==> src/rtl/huffman_pkg.sv <==
// rtl/huffman_pkg.sv - shared defaults and FSM encoding for the Huffman code-length stage
package huffman_pkg;

  localparam int HUFF_SYMBOLS      = 16;
  localparam int HUFF_FREQ_WIDTH   = 32;
  localparam int HUFF_SYMBOL_WIDTH = 5;
  localparam int HUFF_LEN_WIDTH    = $clog2(HUFF_SYMBOLS);
  localparam int HUFF_WEIGHT_WIDTH = HUFF_FREQ_WIDTH + $clog2(HUFF_SYMBOLS);

  typedef enum logic [2:0] {
    IDLE,
    MERGE_A,
    MERGE_B,
    DEPTH_INT,
    DEPTH_LEAF,
    DONE
  } state_t;

endpackage

==> src/rtl/huffman_code_length_gen_min_select.sv <==
// rtl/huffman_code_length_gen_min_select.sv - two-queue head comparison (huff_min_select)
// Ties go to the leaf queue so equal weights keep the tree shallow on the leaf side.
module huff_min_select
  import huffman_pkg::*;
#(
  parameter int WEIGHT_WIDTH = HUFF_WEIGHT_WIDTH
) (
  input  logic                    leaf_valid,
  input  logic [WEIGHT_WIDTH-1:0] leaf_weight,
  input  logic                    int_valid,
  input  logic [WEIGHT_WIDTH-1:0] int_weight,
  output logic                    pick_leaf,
  output logic [WEIGHT_WIDTH-1:0] pick_weight
);

  assign pick_leaf   = leaf_valid && (!int_valid || (leaf_weight <= int_weight));
  assign pick_weight = pick_leaf ? leaf_weight : int_weight;

endmodule

==> src/rtl/huffman_code_length_gen.sv <==
// rtl/huffman_code_length_gen.sv - two-queue Huffman tree build and per-symbol code lengths
// Optional length-limit flag: HUFF_LEN_OVERFLOW_CHECK_EN.
module huffman_code_length_gen
  import huffman_pkg::*;
#(
  parameter int SYMBOLS      = HUFF_SYMBOLS,
  parameter int FREQ_WIDTH   = HUFF_FREQ_WIDTH,
  parameter int SYMBOL_WIDTH = HUFF_SYMBOL_WIDTH,
  parameter int LEN_WIDTH    = $clog2(SYMBOLS),
  parameter int WEIGHT_WIDTH = FREQ_WIDTH + $clog2(SYMBOLS),
  parameter int MAX_CODE_LEN = 15
) (
  input  logic                            clk,
  input  logic                            reset,
  input  logic                            start,
  input  logic [SYMBOLS*FREQ_WIDTH-1:0]   sorted_frequencies_flat,
  input  logic [SYMBOLS*SYMBOL_WIDTH-1:0] sorted_symbol_flat,
  output logic                            busy,
  output logic [SYMBOLS*LEN_WIDTH-1:0]    code_len_flat,
  output logic                            code_len_valid,
  output logic                            len_overflow
);

  localparam int IDX_W  = $clog2(SYMBOLS + 1);
  localparam int SIDX_W = $clog2(SYMBOLS);
  typedef logic [IDX_W-1:0] idx_t;

  state_t state, state_next;

  logic [FREQ_WIDTH-1:0]   freq_q      [SYMBOLS];
  logic [SYMBOL_WIDTH-1:0] sym_q       [SYMBOLS];
  logic [WEIGHT_WIDTH-1:0] int_weight  [SYMBOLS];
  logic [SIDX_W-1:0]       leaf_parent [SYMBOLS];
  logic [SIDX_W-1:0]       int_parent  [SYMBOLS];
  logic [LEN_WIDTH-1:0]    int_depth   [SYMBOLS];
  logic [LEN_WIDTH-1:0]    code_len    [SYMBOLS];

  idx_t l0_q, n_q, lp, ih, k, j, i_q;
  idx_t l0_in, n_in, last_node;

  logic                    pa_leaf;
  logic [SIDX_W-1:0]       pa_idx;
  logic [WEIGHT_WIDTH-1:0] pa_weight;

  logic                    leaf_avail, int_avail, pick_leaf;
  logic [WEIGHT_WIDTH-1:0] leaf_w, int_w, pick_w;
  logic [SIDX_W-1:0]       lp_s, ih_s, k_s, j_s, i_s;
  logic [LEN_WIDTH-1:0]    node_depth, leaf_len;

  // Inputs are ascending, so the first nonzero slot bounds the active leaves.
  always_comb begin
    l0_in = idx_t'(SYMBOLS);
    for (int s = SYMBOLS - 1; s >= 0; s--) begin
      if (sorted_frequencies_flat[s*FREQ_WIDTH +: FREQ_WIDTH] != '0) l0_in = idx_t'(s);
    end
    n_in = idx_t'(SYMBOLS) - l0_in;
  end

  assign last_node  = n_q - idx_t'(2);
  assign lp_s       = lp[SIDX_W-1:0];
  assign ih_s       = ih[SIDX_W-1:0];
  assign k_s        = k[SIDX_W-1:0];
  assign j_s        = j[SIDX_W-1:0];
  assign i_s        = i_q[SIDX_W-1:0];
  assign leaf_avail = lp < idx_t'(SYMBOLS);
  assign int_avail  = ih < k;
  assign leaf_w     = WEIGHT_WIDTH'(freq_q[lp_s]);
  assign int_w      = int_weight[ih_s];

  huff_min_select #(
    .WEIGHT_WIDTH(WEIGHT_WIDTH)
  ) u_min_select (
    .leaf_valid (leaf_avail),
    .leaf_weight(leaf_w),
    .int_valid  (int_avail),
    .int_weight (int_w),
    .pick_leaf  (pick_leaf),
    .pick_weight(pick_w)
  );

  // Parents always carry a higher index, so a top-down sweep sees them first.
  assign node_depth = (j == last_node) ? '0 : int_depth[int_parent[j_s]] + LEN_WIDTH'(1);

  always_comb begin
    leaf_len = '0;
    if (i_q < l0_q)               leaf_len = '0;
    else if (n_q == idx_t'(1))    leaf_len = LEN_WIDTH'(1);
    else                          leaf_len = int_depth[leaf_parent[i_s]] + LEN_WIDTH'(1);
  end

  always_ff @(posedge clk or posedge reset) begin
    if (reset) state <= IDLE;
    else       state <= state_next;
  end

  always_comb begin
    state_next = state;
    unique case (state)
      IDLE:       if (start) state_next = (n_in >= idx_t'(2)) ? MERGE_A : DEPTH_LEAF;
      MERGE_A:    state_next = MERGE_B;
      MERGE_B:    state_next = (k == last_node) ? DEPTH_INT : MERGE_A;
      DEPTH_INT:  if (j == '0) state_next = DEPTH_LEAF;
      DEPTH_LEAF: if (i_q == idx_t'(SYMBOLS - 1)) state_next = DONE;
      DONE:       state_next = IDLE;
      default:    state_next = IDLE;
    endcase
  end

  always_ff @(posedge clk or posedge reset) begin
    if (reset) begin
      for (int s = 0; s < SYMBOLS; s++) begin
        freq_q[s]      <= '0;
        sym_q[s]       <= '0;
        int_weight[s]  <= '0;
        leaf_parent[s] <= '0;
        int_parent[s]  <= '0;
        int_depth[s]   <= '0;
        code_len[s]    <= '0;
      end
      l0_q           <= '0;
      n_q            <= '0;
      lp             <= '0;
      ih             <= '0;
      k              <= '0;
      j              <= '0;
      i_q            <= '0;
      pa_leaf        <= 1'b0;
      pa_idx         <= '0;
      pa_weight      <= '0;
      busy           <= 1'b0;
      code_len_valid <= 1'b0;
    end else begin
      unique case (state)
        IDLE: if (start) begin
          for (int s = 0; s < SYMBOLS; s++) begin
            freq_q[s]   <= sorted_frequencies_flat[s*FREQ_WIDTH +: FREQ_WIDTH];
            sym_q[s]    <= sorted_symbol_flat[s*SYMBOL_WIDTH +: SYMBOL_WIDTH];
            code_len[s] <= '0;
          end
          l0_q           <= l0_in;
          n_q            <= n_in;
          lp             <= l0_in;
          ih             <= '0;
          k              <= '0;
          j              <= '0;
          i_q            <= '0;
          busy           <= 1'b1;
          code_len_valid <= 1'b0;
        end
        MERGE_A: begin
          pa_leaf   <= pick_leaf;
          pa_weight <= pick_w;
          if (pick_leaf) begin
            pa_idx <= lp_s;
            lp     <= lp + idx_t'(1);
          end else begin
            pa_idx <= ih_s;
            ih     <= ih + idx_t'(1);
          end
        end
        MERGE_B: begin
          int_weight[k_s] <= pa_weight + pick_w;
          if (pa_leaf) leaf_parent[pa_idx] <= k_s;
          else         int_parent[pa_idx]  <= k_s;
          if (pick_leaf) begin
            leaf_parent[lp_s] <= k_s;
            lp                <= lp + idx_t'(1);
          end else begin
            int_parent[ih_s] <= k_s;
            ih               <= ih + idx_t'(1);
          end
          k <= k + idx_t'(1);
          j <= k;
        end
        DEPTH_INT: begin
          int_depth[j_s] <= node_depth;
          j              <= j - idx_t'(1);
        end
        DEPTH_LEAF: begin
          for (int s = 0; s < SYMBOLS; s++) begin
            if (sym_q[i_s] == SYMBOL_WIDTH'(s)) code_len[s] <= leaf_len;
          end
          i_q <= i_q + idx_t'(1);
        end
        DONE: begin
          busy           <= 1'b0;
          code_len_valid <= 1'b1;
        end
        default: ;
      endcase
    end
  end

  for (genvar g = 0; g < SYMBOLS; g++) begin : g_pack
    assign code_len_flat[g*LEN_WIDTH +: LEN_WIDTH] = code_len[g];
  end

`ifdef HUFF_LEN_OVERFLOW_CHECK_EN
  always_ff @(posedge clk or posedge reset) begin
    if (reset)                                   len_overflow <= 1'b0;
    else if (state == IDLE && start)             len_overflow <= 1'b0;
    else if (state == DEPTH_LEAF &&
             32'(leaf_len) > MAX_CODE_LEN)       len_overflow <= 1'b1;
  end
`else
  assign len_overflow = 1'b0;
`endif

endmodule
==> config.mk <==
export PLATFORM = sky130hd
export DESIGN_NAME = huffman_code_length_gen
export DESIGN_NICKNAME = d
export VERILOG_FILES = /design/src/rtl/huffman_pkg.sv /design/src/rtl/huffman_code_length_gen_min_select.sv /design/src/rtl/huffman_code_length_gen.sv
export SDC_FILE = /design/constraint.sdc
export NUM_CORES = 2
export LEC_CHECK = 0
export BUFFER_PORTS_ARGS = -buffer_cell sky130_fd_sc_hd__buf_2
export CAP_MARGIN = 5
export CELL_PAD_IN_SITES_DETAIL_PLACEMENT = 0
export CELL_PAD_IN_SITES_GLOBAL_PLACEMENT = 1
export CORE_ASPECT_RATIO = 0.7
export CORE_MARGIN = 2
export CORE_UTILIZATION = 50
export CTS_CLUSTER_SIZE = 25
export DETAILED_ROUTE_END_ITERATION = 6
export GPL_TIMING_DRIVEN = 0
export PLACE_DENSITY_LB_ADDON = 0.1
export SYNTH_ARGS = -nofsm -noshare
export SYNTH_HDL_FRONTEND = slang
export SYNTH_HIERARCHICAL = 1
export SYNTH_SLANG_ARGS = --single-unit
==> constraint.sdc <==
create_clock -name clk -period 127.3 [get_ports clk]
set_input_delay 25.46 -clock clk [delete_from_list [all_inputs] [get_ports clk]]
set_output_delay 25.46 -clock clk [all_outputs]
set_load 0.02 [all_outputs]
# Yosys cells after proc, flatten, opt, wreduce, memory -nomap -nowiden
# Cells that the tools add are included.
# op_classes
n_addsub	10
multipliers	0
div	0
magnitude_cmp	18
n_eq_ne	45
shifts	0
n_mux	101
bitwise	8
n_reduce_logical	57
# op_table
operator	count
bitwise mux 576 bit	1
nonzero test 32 bit	16
two-way mux 64 bit	7
bitwise mux 64 bit	5
binary-select mux 36 bit (select 4 bit)	1
demux 36 bit (select 4 bit)	1
two-way mux 36 bit	4
binary-select mux 32 bit (select 4 bit)	1
two-way mux 4 bit	32
case mux 64 bit (2 select lines)	1
two-way mux 5 bit	22
binary-select mux 4 bit (select 4 bit)	4
demux 4 bit (select 4 bit)	4
two-way mux 32 bit	2
AND reduction 3 bit	19
equality test 5 x 4 -> 1 bit (second input constant)	9
>= comparator 5 bit (second input constant)	8
inequality test 2 bit (second input constant)	20
NOT 4 -> 5 bit	8
case mux 5 bit (2 select lines)	4
adder 36 bit	1
less-or-equal comparator 32 x 36 -> 1 bit	1
< comparator 5 x 1 -> 1 bit (second input constant)	5
adder 5 x 1 -> 5 bit (second input constant)	4
31 further kinds	59
# word_totals
reg_bits	1505
latch_bits	0
ram_bits	0
romBits	0
in_bits	595
output_inout_bits	67
n_memories	0

# Logic depth before layout (Yosys ltp)
# depth
ltp_word	22
mapped_depth	29
mapped_depth_nobuf	24

# Hierarchy
# Netlist, hierarchy kept.
# modules_own_cells
mod	n_inst	cells_per_inst	area_each_um2
huffman_code_length_gen	1	6888	70794.1
huff_min_select	1	174	1537.7

# Worst setup path before layout
# OpenSTA, ideal clock, no wires.
# synth_path
path_type	input port to flip-flop
start	input sorted_frequencies_flat[441]
end	register state[0]
arrival_time_ns	27.928
required_ns	127.176
setup_slack_ns	99.248
stages	13
cell_sequence	nor4_1 > nand4_1 > or2_2 > o21ai_0 > a21boi_0 > o41ai_1 > a31oi_1 > inv_1 > ha_1 > nor3_1 > nand3_1 > mux2_2 > o31a_1
# synth_via
elab_chain_len	20
# synth_lines
element	line	source
from (decl)	huffman_code_length_gen.sv:16	input logic [SYMBOLS*FREQ_WIDTH-1:0] sorted_frequencies_flat,
nonzero test 32 bit	huffman_code_length_gen.sv:54	if (sorted_frequencies_flat[s*FREQ_WIDTH +: FREQ_WIDTH] != '0) l0_in = idx_t'(s);
two-way mux 5 bit (14 in a row)	huffman_code_length_gen.sv:54	
subtractor 5 bit	huffman_code_length_gen.sv:56	n_in = idx_t'(SYMBOLS) - l0_in;
named net n_in[1]	huffman_code_length_gen.sv:39	idx_t l0_in, n_in, last_node;
>= comparator 5 x 2 -> 1 bit	huffman_code_length_gen.sv:99	IDLE: if (start) state_next = (n_in >= idx_t'(2)) ? MERGE_A : DEPTH_LEAF;
two-way mux 3 bit (2 in a row)	huffman_code_length_gen.sv:99	
case mux 3 bit (5 select lines)	huffman_code_length_gen.sv:98	unique case (state)
to (signal assigned)	huffman_code_length_gen.sv:93	else state <= state_next;
to (decl)	huffman_code_length_gen.sv:28	state_t state, state_next;
# The timed path passes the listed nets, and every way through them passes these cells. The select of a mux whose other input is x is not followed.
# A chain may end at the register's enable or synchronous reset.

# Worst setup path after layout
# layout_path
start	input sorted_frequencies_flat[480]
end	register state[0]
# layout_via
elab_chain_len	22
# layout_lines
element	line
nonzero test 32 bit	huffman_code_length_gen.sv:54
two-way mux 5 bit (16 in a row)	huffman_code_length_gen.sv:54
subtractor 5 bit	huffman_code_length_gen.sv:56
named net n_in[1]	huffman_code_length_gen.sv:39
>= comparator 5 x 2 -> 1 bit	huffman_code_length_gen.sv:99
two-way mux 3 bit (2 in a row)	huffman_code_length_gen.sv:99
case mux 3 bit (5 select lines)	huffman_code_length_gen.sv:98
# The timed path passes the listed nets, and every way through them passes these cells. The select of a mux whose other input is x is not followed.

==> impl_metrics.env <==
export IMPL_die_x_um=458.6
export IMPL_grt_overflow_total=0
export IMPL_antenna_found_initial=100
export IMPL_outcome="complete, no violations"
export IMPL_synth_compound_area_share_pct=8.391
export IMPL_synth_fa_ha_area_share_pct=1.809
export IMPL_mappedNetlistArea_sq_um=72330
export IMPL_die_h_um=322.2
export IMPL_rows=116
export IMPL_place_gp_congestion=1.011
export IMPL_cp_max_fo=5
export IMPL_yosysSeqAreaShare_pct=52.03
export IMPL_cp_arrival_ps=29980
export IMPL_tns_ps=0
export IMPL_clock_skew_ps=33.49
export IMPL_numClockSinks=1504
export IMPL_max_slew_worst_pin_slew_ps=1299
export IMPL_first_pass_iters=6
export IMPL_min_delay_path_class="reg2reg"
export IMPL_holdPathStages=2
export IMPL_synth_xor_area_share_pct=0.7248
export IMPL_r2r_cells=28
export IMPL_h_tree_depth=4
export IMPL_grt_pass1_wl_um=396500
export IMPL_final_layout_size_suffix_gt1_share_pct=20.31
export IMPL_yosysWarnings=6
export IMPL_layout_commonest_cell="nand2_1"
export IMPL_fillers=12570
export IMPL_drc=0
export IMPL_grt_pass1_vias=57700
export IMPL_final_cell_mix="nand2_1, dfrtp_1, buf_2"
export IMPL_synth_simple_gate_area_share_pct=17.76
export IMPL_vias_per_cell=6.032
export IMPL_coreArea_sq_um=143300
export IMPL_critPathRequiredTime_ps=127970
export IMPL_cts_buffers=152
export IMPL_routed_wl_um=274200
export IMPL_syn_instance_count=7062
export IMPL_postCtsSetupBuffers=0
export IMPL_relSlewSlack_pct=13.39
export IMPL_cp_end_kind="register"
export IMPL_dr_total_vias=60120
export IMPL_p_leak_nw=39.98
export IMPL_synth_top_family_by_area="simple AND/OR/NAND/NOR gates"
export IMPL_synth_top_flop_cell="dfrtp_1"
export IMPL_synth_area_mux_share_pct=16.15
export IMPL_synth_cell_types=93
export IMPL_critPathLaunchType="primary input"
export IMPL_clk_latency_ps=810
export IMPL_cts_tree="done"
export IMPL_hold_violations=0
export IMPL_area_delta_synth_final_pct=15.72
export IMPL_rsz0062_at_grt="false"
export IMPL_synthArstFlopShare_pct=100.0
export IMPL_start_util_pct=50.49
export IMPL_setup_viol=0
export IMPL_max_freq_mhz=34.12
export IMPL_synth_edf_count=0
export IMPL_port_buffers=660
export IMPL_crit_type="in2reg"
export IMPL_grt_max_degree=128
export IMPL_cts_hold_buf=0
export IMPL_clock_path_buffers=3
export IMPL_nets=8597
export IMPL_synth_area_per_cell_sq_um=10.24
export IMPL_hpwl_um=215900
export IMPL_power_density_nw_per_um2=31.20
export IMPL_ir_drop_v=0.00002368
export IMPL_cts_root_buf="clkbuf_16"
export IMPL_floorplan_io_pins=662
export IMPL_finalCriticalPeriod_ps=29300
export IMPL_synth_seq_cells=1504
export IMPL_drtAntennaViolNets=0
export IMPL_wl_per_cell_um=27.51
export IMPL_finalMaxSlewViolations=0
export IMPL_die_area_sq_um=147800
export IMPL_drv_cap=0
export IMPL_period_share_pct=23.02
export IMPL_grt_usage_pct=36.96
export IMPL_path_clk_slew_ps=60
export IMPL_fin_util_pct=58.43
export IMPL_cts_resized=0
export IMPL_drt_iter0_markers=7229
-- path summary, 6_finish.rpt --
| kind | from | to | slack (ps) |
|---|---|---|---|
| max in group asynchronous | reset | leaf_parent[25] | 99460 |
| max reg2reg | lp[0] | int_weight[106] | 116690 |
| min reg2reg | freq_q[279] | freq_q[279] | 470 |
| min | freq_q[279] | freq_q[279] | 470 |
| max | sorted_frequencies_flat[480] | state[0] | 98000 |
| min in group asynchronous | reset | int_weight[217] | 24760 |
-- final cells by class --
cell class / count / area [sq um] / area share [%]
Antenna cell: 62 / 155.1 / 0.1854
Buffer: 466 / 1931 / 2.306
Clock buffer: 219 / 4501 / 5.377
Clock inverter: 54 / 631.9 / 0.7549
Inverter: 88 / 337.8 / 0.4036
Multi-Input combinational cell: 5012 / 32470 / 38.79
Sequential cell: 1504 / 37640 / 44.96
Tap cell: 1888 / 2362 / 2.822
Timing Repair Buffer: 674 / 3676 / 4.392
-- registers in the layout (all words and copies together), names as in the netlist --
signal and count:
k 5, pa_leaf 1, l0_q 4, pa_weight 36, code_len_valid 1, freq_q 512
lp 5, ih 5, state 3, j 5, i_q 5, int_weight 576
leaf_parent 64, pa_idx 4, busy 1, code_len_flat 64, n_q 5, int_depth 64
sym_q 80, int_parent 64
-- where the power goes --
part | switching, mW | leakage [nW] | internal [mW]
clock | 0.199 | 2.54 | 0.270
combinational | 0.898 | 19.5 | 0.472
sequential | 0.110 | 17.9 | 0.662
total | 1.21 | 40.0 | 1.40
-- kinds of logic after synthesis --
| family | after synthesis |
|---|---|
| adder cells (fa/ha/maj) | 104 |
| AND/OR/NAND/NOR | 3174 |
| XOR/XNOR | 56 |
| other | 1 |
| buffers and inverters | 554 |
| flip-flops | 1504 |
| multiplexers | 646 |
| AO/OA/AOI/OAI | 1023 |
-- Yosys cell counts (59+ instances only) --
| master | n | share of area (%) |
|---|---|---|
| dfrtp_1 | 1504 | 52 |
| o31ai_1 | 74 | 0.77 |
| nand2_1 | 2711 | 14 |
| a21oi_1 | 98 | 0.68 |
| o21ai_0 | 633 | 4.4 |
| nand3_1 | 59 | 0.41 |
| nor2_1 | 93 | 0.48 |
| inv_1 | 84 | 0.44 |
| mux2_2 | 191 | 3.0 |
| nor4_1 | 133 | 1.2 |
| mux4_2 | 386 | 12 |
| clkbuf_1 | 388 | 2.0 |
| ha_1 | 103 | 1.8 |
-- routing by layer --
metal | GRT usage [%] | up-vias | wire, um
li1 | - | 26060 | -
met2 | 52.12 | 2874 | 117000
met1 | 54.08 | 30630 | 117200
met3 | 9.353 | 548 | 26810
met4 | 16.34 | 18 | 13130
met5 | 0 | - | 125
-- metrics by stage --
stage	cells	total power [mW]	hold WS (ps)	instance area, sq um	worst slack (ps)
after floorplan	7070	1.641	440.3	72360	59410
after global placement	9618	2.100	449.5	78030	42560
after detailed placement	9631	2.120	457.1	78400	97600
after CTS	9904	2.595	471.8	83530	98430
after global routing	9955	2.772	486.0	83670	98000
final	9967	2.611	469.8	83700	98000
-- critical path, stage by stage --
cell and delay, ps:
buf_2 120, nor4_1 870, nand4_1 280, nor4_1 590, nor4_1 230, o21ai_0 270, a21oi_1 110, o211ai_1 750
ha_1 390, nor3_1 240, nand3b_1 110, mux2_2 320, o31a_1 240
Power figures use the tool's default switching activity.
